[config.mk]
export PLATFORM = sky130hd
export DESIGN_NAME = dmem_access_ctrl_flat
export DESIGN_NICKNAME = d
export VERILOG_FILES = /design/src/rtl/dmem_access_ctrl_if.sv /design/src/rtl/dmem_access_ctrl.sv /design/src/flat_wrapper.sv
export SDC_FILE = /design/constraint.sdc
export NUM_CORES = 1
export LEC_CHECK = 0
export ABC_CLOCK_PERIOD_IN_PS = 11130
export CAP_MARGIN = 20
export CORE_MARGIN = 2
export CORE_UTILIZATION = 40
export CTS_BUF_LIST = sky130_fd_sc_hd__clkbuf_4 sky130_fd_sc_hd__clkbuf_8
export CTS_CLUSTER_SIZE = 40
export DETAILED_ROUTE_END_ITERATION = 8
export GPL_ROUTABILITY_DRIVEN = 0
export PLACE_DENSITY_LB_ADDON = 0.05
export SETUP_SLACK_MARGIN = 0.4
export SYNTH_ARGS = -nofsm -noshare
export SYNTH_HDL_FRONTEND = slang
export SYNTH_SLANG_ARGS = --single-unit
[constraint.sdc]
create_clock -name clk -period 11.13 [get_ports clk]
set_input_delay 1.6695 -clock clk [delete_from_list [all_inputs] [get_ports clk]]
set_output_delay 1.6695 -clock clk [all_outputs]
set_load 0.01 [all_outputs]
[src/rtl/dmem_access_ctrl_if.sv]
// Bus bundle between the data-memory access controller, its two requesters
// (pipeline MEM stage and debug/loader port) and the single-port data memory.
interface dmem_access_ctrl_if #(
   parameter int ADDR_W = 32,
   parameter int DATA_W = 32
);
   logic              p_re;
   logic              p_we;
   logic [ADDR_W-1:0] p_addr;
   logic [DATA_W-1:0] p_wdata;
   logic [DATA_W-1:0] p_rdata;
   logic              p_done;
   logic              p_stall;

   logic              d_re;
   logic              d_we;
   logic [ADDR_W-1:0] d_addr;
   logic [DATA_W-1:0] d_wdata;
   logic [DATA_W-1:0] d_rdata;
   logic              d_done;

   logic [ADDR_W-1:0] mem_addr;
   logic [DATA_W-1:0] mem_wdata;
   logic              mem_re;
   logic              mem_we;
   logic [DATA_W-1:0] mem_rdata;

   logic              busy;

   // Controller view: takes requests and memory read data, drives everything else.
   modport slave (
      input  p_re, p_we, p_addr, p_wdata,
      output p_rdata, p_done, p_stall,
      input  d_re, d_we, d_addr, d_wdata,
      output d_rdata, d_done,
      output mem_addr, mem_wdata, mem_re, mem_we,
      input  mem_rdata,
      output busy
   );

   // Environment view: requesters plus the memory itself.
   modport master (
      output p_re, p_we, p_addr, p_wdata,
      input  p_rdata, p_done, p_stall,
      output d_re, d_we, d_addr, d_wdata,
      input  d_rdata, d_done,
      input  mem_addr, mem_wdata, mem_re, mem_we,
      output mem_rdata,
      input  busy
   );
endinterface

[src/rtl/dmem_access_ctrl.sv]
// Data-memory access sequencer: arbitrates pipeline vs debug requests and holds
// each granted access on the single-port memory for WAIT_CYCLES+1 cycles.
module dmem_access_ctrl #(
   parameter int ADDR_W       = 32,
   parameter int DATA_W       = 32,
   parameter int WAIT_CYCLES  = 2,
   parameter int STARVE_LIMIT = 4
) (
   input  logic              clk,
   input  logic              rst,
   dmem_access_ctrl_if.slave bus
);
   localparam logic [3:0] WAIT_LOAD  = 4'(WAIT_CYCLES);
   localparam logic [3:0] STARVE_MAX = 4'(STARVE_LIMIT);

   typedef enum logic [1:0] {
      ST_IDLE = 2'd0,
      ST_BUSY = 2'd1,
      ST_DONE = 2'd2
   } state_t;

   state_t            state_r;
   state_t            state_nxt_s;
   logic [3:0]        wait_cnt_r;
   logic [3:0]        wait_cnt_nxt_s;
   logic [3:0]        starve_cnt_r;
   logic [3:0]        starve_cnt_nxt_s;
   logic              owner_dbg_r;
   logic              owner_dbg_nxt_s;
   logic [ADDR_W-1:0] mem_addr_r;
   logic [ADDR_W-1:0] mem_addr_nxt_s;
   logic [DATA_W-1:0] mem_wdata_r;
   logic [DATA_W-1:0] mem_wdata_nxt_s;
   logic              mem_re_r;
   logic              mem_re_nxt_s;
   logic              mem_we_r;
   logic              mem_we_nxt_s;
   logic [DATA_W-1:0] p_rdata_r;
   logic [DATA_W-1:0] p_rdata_nxt_s;
   logic [DATA_W-1:0] d_rdata_r;
   logic [DATA_W-1:0] d_rdata_nxt_s;
   logic              p_done_r;
   logic              p_done_nxt_s;
   logic              d_done_r;
   logic              d_done_nxt_s;

   logic              pipe_req_s;
   logic              dbg_req_s;
   logic              grant_dbg_s;

   assign pipe_req_s  = bus.p_re | bus.p_we;
   assign dbg_req_s   = bus.d_re | bus.d_we;
   // Debug wins when alone, or when the pipeline has starved it long enough.
   assign grant_dbg_s = dbg_req_s & (~pipe_req_s | (starve_cnt_r == STARVE_MAX));

   // State register.
   always_ff @(posedge clk or posedge rst) begin
      if (rst) begin
         state_r <= ST_IDLE;
      end else begin
         state_r <= state_nxt_s;
      end
   end

   // Next-state decode.
   always_comb begin
      state_nxt_s = state_r;
      case (state_r)
         ST_IDLE: begin
            if (pipe_req_s | dbg_req_s) begin
               state_nxt_s = ST_BUSY;
            end else begin
               state_nxt_s = ST_IDLE;
            end
         end
         ST_BUSY: begin
            if (wait_cnt_r == 4'd0) begin
               state_nxt_s = ST_DONE;
            end else begin
               state_nxt_s = ST_BUSY;
            end
         end
         ST_DONE: state_nxt_s = ST_IDLE;
         default: state_nxt_s = ST_IDLE;
      endcase
   end

   // Next values for the latched access, counters, read data and done pulses.
   always_comb begin
      wait_cnt_nxt_s   = wait_cnt_r;
      starve_cnt_nxt_s = starve_cnt_r;
      owner_dbg_nxt_s  = owner_dbg_r;
      mem_addr_nxt_s   = mem_addr_r;
      mem_wdata_nxt_s  = mem_wdata_r;
      mem_re_nxt_s     = mem_re_r;
      mem_we_nxt_s     = mem_we_r;
      p_rdata_nxt_s    = p_rdata_r;
      d_rdata_nxt_s    = d_rdata_r;
      p_done_nxt_s     = 1'b0;
      d_done_nxt_s     = 1'b0;
      case (state_r)
         ST_IDLE: begin
            if (pipe_req_s | dbg_req_s) begin
               wait_cnt_nxt_s = WAIT_LOAD;
               if (grant_dbg_s) begin
                  owner_dbg_nxt_s  = 1'b1;
                  mem_addr_nxt_s   = bus.d_addr;
                  mem_wdata_nxt_s  = bus.d_wdata;
                  mem_re_nxt_s     = bus.d_re & ~bus.d_we;
                  mem_we_nxt_s     = bus.d_we;
                  starve_cnt_nxt_s = 4'd0;
               end else begin
                  owner_dbg_nxt_s = 1'b0;
                  mem_addr_nxt_s  = bus.p_addr;
                  mem_wdata_nxt_s = bus.p_wdata;
                  mem_re_nxt_s    = bus.p_re & ~bus.p_we;
                  mem_we_nxt_s    = bus.p_we;
                  // Only a contended pipeline grant counts against the debug port.
                  if (dbg_req_s && (starve_cnt_r != STARVE_MAX)) begin
                     starve_cnt_nxt_s = starve_cnt_r + 4'd1;
                  end else begin
                     starve_cnt_nxt_s = starve_cnt_r;
                  end
               end
            end else begin
               mem_re_nxt_s = 1'b0;
               mem_we_nxt_s = 1'b0;
            end
         end
         ST_BUSY: begin
            if (wait_cnt_r != 4'd0) begin
               wait_cnt_nxt_s = wait_cnt_r - 4'd1;
            end else begin
               if (mem_re_r && owner_dbg_r) begin
                  d_rdata_nxt_s = bus.mem_rdata;
               end else if (mem_re_r) begin
                  p_rdata_nxt_s = bus.mem_rdata;
               end else begin
                  p_rdata_nxt_s = p_rdata_r;
               end
               p_done_nxt_s = ~owner_dbg_r;
               d_done_nxt_s = owner_dbg_r;
               mem_re_nxt_s = 1'b0;
               mem_we_nxt_s = 1'b0;
            end
         end
         ST_DONE: begin
            mem_re_nxt_s = 1'b0;
            mem_we_nxt_s = 1'b0;
         end
         default: begin
            mem_re_nxt_s = 1'b0;
            mem_we_nxt_s = 1'b0;
         end
      endcase
   end

   // Datapath registers; reset aborts any access in flight without a done pulse.
   always_ff @(posedge clk or posedge rst) begin
      if (rst) begin
         wait_cnt_r   <= 4'd0;
         starve_cnt_r <= 4'd0;
         owner_dbg_r  <= 1'b0;
         mem_addr_r   <= '0;
         mem_wdata_r  <= '0;
         mem_re_r     <= 1'b0;
         mem_we_r     <= 1'b0;
         p_rdata_r    <= '0;
         d_rdata_r    <= '0;
         p_done_r     <= 1'b0;
         d_done_r     <= 1'b0;
      end else begin
         wait_cnt_r   <= wait_cnt_nxt_s;
         starve_cnt_r <= starve_cnt_nxt_s;
         owner_dbg_r  <= owner_dbg_nxt_s;
         mem_addr_r   <= mem_addr_nxt_s;
         mem_wdata_r  <= mem_wdata_nxt_s;
         mem_re_r     <= mem_re_nxt_s;
         mem_we_r     <= mem_we_nxt_s;
         p_rdata_r    <= p_rdata_nxt_s;
         d_rdata_r    <= d_rdata_nxt_s;
         p_done_r     <= p_done_nxt_s;
         d_done_r     <= d_done_nxt_s;
      end
   end

   assign bus.mem_addr  = mem_addr_r;
   assign bus.mem_wdata = mem_wdata_r;
   assign bus.mem_re    = mem_re_r;
   assign bus.mem_we    = mem_we_r;
   assign bus.p_rdata   = p_rdata_r;
   assign bus.d_rdata   = d_rdata_r;
   assign bus.p_done    = p_done_r;
   assign bus.d_done    = d_done_r;
   // Low in the done cycle so the pipeline advances on that edge.
   assign bus.p_stall   = pipe_req_s & ~p_done_r;
   assign bus.busy      = (state_r != ST_IDLE);
endmodule

[src/flat_wrapper.sv]
// flat-port wrapper written by rule: the top's interface ports become plain ports
module dmem_access_ctrl_flat 
#(
   parameter int ADDR_W       = 32,
   parameter int DATA_W       = 32,
   parameter int WAIT_CYCLES  = 2,
   parameter int STARVE_LIMIT = 4
)
  (clk, rst, bus_p_re, bus_p_we, bus_p_addr, bus_p_wdata, bus_p_rdata, bus_p_done, bus_p_stall, bus_d_re, bus_d_we, bus_d_addr, bus_d_wdata, bus_d_rdata, bus_d_done, bus_mem_addr, bus_mem_wdata, bus_mem_re, bus_mem_we, bus_mem_rdata, bus_busy);
  dmem_access_ctrl_if #(.ADDR_W(ADDR_W), .DATA_W(DATA_W)) bus_i ();
  input  logic clk;
  input  logic rst;
  input wire logic [$bits(bus_i.p_re)-1:0] bus_p_re;
  input wire logic [$bits(bus_i.p_we)-1:0] bus_p_we;
  input wire logic [$bits(bus_i.p_addr)-1:0] bus_p_addr;
  input wire logic [$bits(bus_i.p_wdata)-1:0] bus_p_wdata;
  output wire logic [$bits(bus_i.p_rdata)-1:0] bus_p_rdata;
  output wire logic [$bits(bus_i.p_done)-1:0] bus_p_done;
  output wire logic [$bits(bus_i.p_stall)-1:0] bus_p_stall;
  input wire logic [$bits(bus_i.d_re)-1:0] bus_d_re;
  input wire logic [$bits(bus_i.d_we)-1:0] bus_d_we;
  input wire logic [$bits(bus_i.d_addr)-1:0] bus_d_addr;
  input wire logic [$bits(bus_i.d_wdata)-1:0] bus_d_wdata;
  output wire logic [$bits(bus_i.d_rdata)-1:0] bus_d_rdata;
  output wire logic [$bits(bus_i.d_done)-1:0] bus_d_done;
  output wire logic [$bits(bus_i.mem_addr)-1:0] bus_mem_addr;
  output wire logic [$bits(bus_i.mem_wdata)-1:0] bus_mem_wdata;
  output wire logic [$bits(bus_i.mem_re)-1:0] bus_mem_re;
  output wire logic [$bits(bus_i.mem_we)-1:0] bus_mem_we;
  input wire logic [$bits(bus_i.mem_rdata)-1:0] bus_mem_rdata;
  output wire logic [$bits(bus_i.busy)-1:0] bus_busy;
  assign bus_i.p_re = bus_p_re;
  assign bus_i.p_we = bus_p_we;
  assign bus_i.p_addr = bus_p_addr;
  assign bus_i.p_wdata = bus_p_wdata;
  assign bus_p_rdata = bus_i.p_rdata;
  assign bus_p_done = bus_i.p_done;
  assign bus_p_stall = bus_i.p_stall;
  assign bus_i.d_re = bus_d_re;
  assign bus_i.d_we = bus_d_we;
  assign bus_i.d_addr = bus_d_addr;
  assign bus_i.d_wdata = bus_d_wdata;
  assign bus_d_rdata = bus_i.d_rdata;
  assign bus_d_done = bus_i.d_done;
  assign bus_mem_addr = bus_i.mem_addr;
  assign bus_mem_wdata = bus_i.mem_wdata;
  assign bus_mem_re = bus_i.mem_re;
  assign bus_mem_we = bus_i.mem_we;
  assign bus_i.mem_rdata = bus_mem_rdata;
  assign bus_busy = bus_i.busy;
  dmem_access_ctrl #(.ADDR_W(ADDR_W), .DATA_W(DATA_W), .WAIT_CYCLES(WAIT_CYCLES), .STARVE_LIMIT(STARVE_LIMIT)) u_core (.clk(clk), .rst(rst), .bus(bus_i));
endmodule
==> qor.yml <==
run_status:
  outcome: "finished clean"
flow_run:
  maxCapViolCount: 0
setup_path:
  setup.worst_path.end_class: "output port"
  crit_chain: "clkdlybuf4s50_1 > nor2_1 > nor2_1 > clkdlybuf4s50_1"
  slowest_stage: "nor2_1"
  critical_path_arrival_ns: 3.24
  worstPathRequired_ns: 9.46
  crit_path_start_kind: "input pin"
  path_buf_inv: 2
  critPathMaxFanout: 8
  cp_top_family: "buffers and inverters"
  crit_type: "input pin to output port"
  max_stage_delay_ns: 0.54
finish:
  area_growth_pct: 58.6
  post_route_cells_drive_above_1_share_pct: 12.5
  diodes: 0
  finalNetCount: 1021
pwr:
  sw_frac_of_total_pct: 33.5
  p_total_uw: 2680
  p_int_uw: 1780
  power.density_nw_per_um2: 275
  combPwrFrac_pct: 47.3
  p_clk_share_pct: 18.1
  power_switching_uw: 895
  cellLeakagePower_uw: 0.00426
  peakVddDrop_mv: 0.119
  p_seq_share_pct: 34.6
detailed_routing:
  wl_met2_um: 9120
  drc: 0
  wl_per_cell_um: 17.3
  ant_nets: 0
  drtIter0Drc: 241
  first_pass_iters: 4
  routed.top_layer: "met4"
  met3WireLength_um: 1610
  wl_met1_um: 6990
  vias_per_cell: 5.09
  num_vias: 5365
  drt-total-wl_um: 18200
logic_synthesis:
  syn-instance-count: 563
  yosysWarnings: 0
  synth-edff-count: 0
  synth_area_per_cell_sq_um: 10.9
  synth-async-reset-ratio_pct: 100
  ys_ff_latch: 143
  ys.flop_type: "dfrtp_1"
  syn-num-nets: 732
  synth_seq_area_share_pct: 58.4
  netlist_area_sq_um: 6130
  synthDistinctLibCells: 35
clock_network:
  clk_path_buf_depth: 2
  post_cts_buffers: 0
  numClockSinks: 143
  cts_hold_buf: 0
  post_cts_resized: 0
  tritoncts: "done"
  clkSlewWorstSetupHoldPaths_ns: 0.08
  insertion_delay_ns: 0.44
  htreeDepth: 4
  cts_inserted_buffers: 17
  cts-root-buf: "clkbuf_8"
die:
  coreArea_sq_um: 15100
  start_util_pct: 40.6
  dieWidth_um: 128
  io_pins: 300
  dieArea_sq_um: 16300
  rows: 45
  die_h_um: 128
grt:
  grt_pass1_vias: 5657
  grt.total_usage_pct: 22.3
  grt_pass1_wl_um: 28500
  grt_max_degree: 75
  grt_overflow: 0
  antenna_found_initial: 0
timing:
  setup_tns_ns: 0
  fmax_ghz: 0.204
  rsz0062_at_grt: "false"
  worstMarginPinSlew_ns: 0.916
  finalSetupViolCount: 0
  slew_headroom_pct: 38.9
  hold_viol: 0
  layout_min_cycle_time_ns: 4.90
  skew_ns: 0.0122
  maxSlewViolCount: 0
  fin_crit_sh_pct: 44.1
placed_design:
  hpwl_um: 13000
  port-buffer-count: 299
hold_path:
  min_path_type: "register to register"
-- cell families (layout without fill, tap and decap cells) --
kind of cell	Yosys count	after routing	share of synthesized area, %
and+or+nand+nor	165	165	11.3
AOI/OAI and AO/OA	145	145	12.2
DFF	143	143	58.4
muxes	64	64	13.6
buffers and inverters	41	343	3.61
adders and majority gates	3	3	0.612
xor gates and xnor gates	2	2	0.286
-- stage by stage --
stage	area (sq um)	setup WS, ns	hold slack, ns	cells	util, %
finish	9720	6.23	0.499	1053	64.4
global route	9720	6.12	0.519	1053	64.4
CTS	9700	6.21	0.505	1052	64.3
detailed placement	9220	6.19	0.487	1020	61.1
global placement	9220	6.23	0.475	1020	61.1
floorplan	6130	5.62	0.466	563	-
-- power groups by stage --
| stage | sequential (uW) | combinational (uW) | clock (uW) |
|---|---|---|---|
| floorplan | 1030 | 480 | 0 |
| global placement | 920 | 1250 | 0 |
| detailed placement | 935 | 1270 | 0 |
| CTS | 929 | 1280 | 496 |
| global route | 960 | 1370 | 517 |
| finish | 927 | 1260 | 484 |
-- flip-flops by register name, indices dropped and copies added (netlist names), 2 cells and up --
register	cells
u_core.bus.d_rdata	32
u_core.bus.mem_wdata	32
u_core.starve_cnt_r	4
u_core.wait_cnt_r	4
u_core.bus.p_rdata	32
u_core.bus.mem_addr	32
u_core.state_r	2
-- metal layers --
metal  vias up  track usage (%)
met5         -                0
li1       2480                -
met4         0             8.53
met2       232             38.7
met1      2623             25.0
met3        30             8.39
-- cells in the mapped netlist, types with 2 or more instances --
cell type    n  share of area, %
mux2_4      30               7.3
inv_1        6              0.37
nand3_1      8              0.65
buf_2       12              0.98
nor2_1      72               4.4
clkbuf_1    13              0.80
mux2_2      29               5.3
o21ai_0      8              0.65
a21oi_1    130                11
buf_1        3              0.18
xor2_1       2              0.29
dfrtp_1    143                58
buf_6        7               1.3
or2_2        2              0.20
ha_1         3              0.61
mux2_1       5              0.92
nand2_1     71               4.3
nor3_1       2              0.16
-- layout make-up --
class	instances	area, sq um
clock buffer	22	290
clock inverter	10	183
fill	1231	5370
inverter	6	27.5
multi-input combinational	379	2350
sequential	143	3580
tap	188	235
timing repair buffer	305	3060
-- cells in the final DEF, fill, tap and decap left out, types with 2 or more instances in the layout --
master and instances:
a21oi_1 129, clkbuf_8 20, nor2_1 72, buf_4 5
nand3_1 8, clkbuf_4 2, clkdlybuf4s50_1 299, or2_2 2
ha_1 3, mux2_2 29, clkinv_2 3, xor2_1 2
mux2_4 30, bufinv_16 5, inv_1 5, dfrtp_1 143
clkinv_4 2, nor3_1 2, nand2_1 71, mux2_1 5
o21ai_0 8
-- path summary, 6_finish.rpt --
check                      slack (ns)                    from  cells after the start                     end
max in group asynchronous        8.01                     rst                      3  u_core.bus.d_rdata[15]
min                              0.50  u_core.bus.d_rdata[22]                      1  u_core.bus.d_rdata[22]
min reg2reg                      0.50  u_core.bus.d_rdata[22]                      1  u_core.bus.d_rdata[22]
max                              6.23                bus_p_re                      4             bus_p_stall
max reg2reg                      8.57    u_core.wait_cnt_r[0]                      7   u_core.bus.p_rdata[5]
min in group asynchronous        1.70                     rst                      2   u_core.bus.d_rdata[2]
No activity file was read; power rests on OpenSTA's default activity.
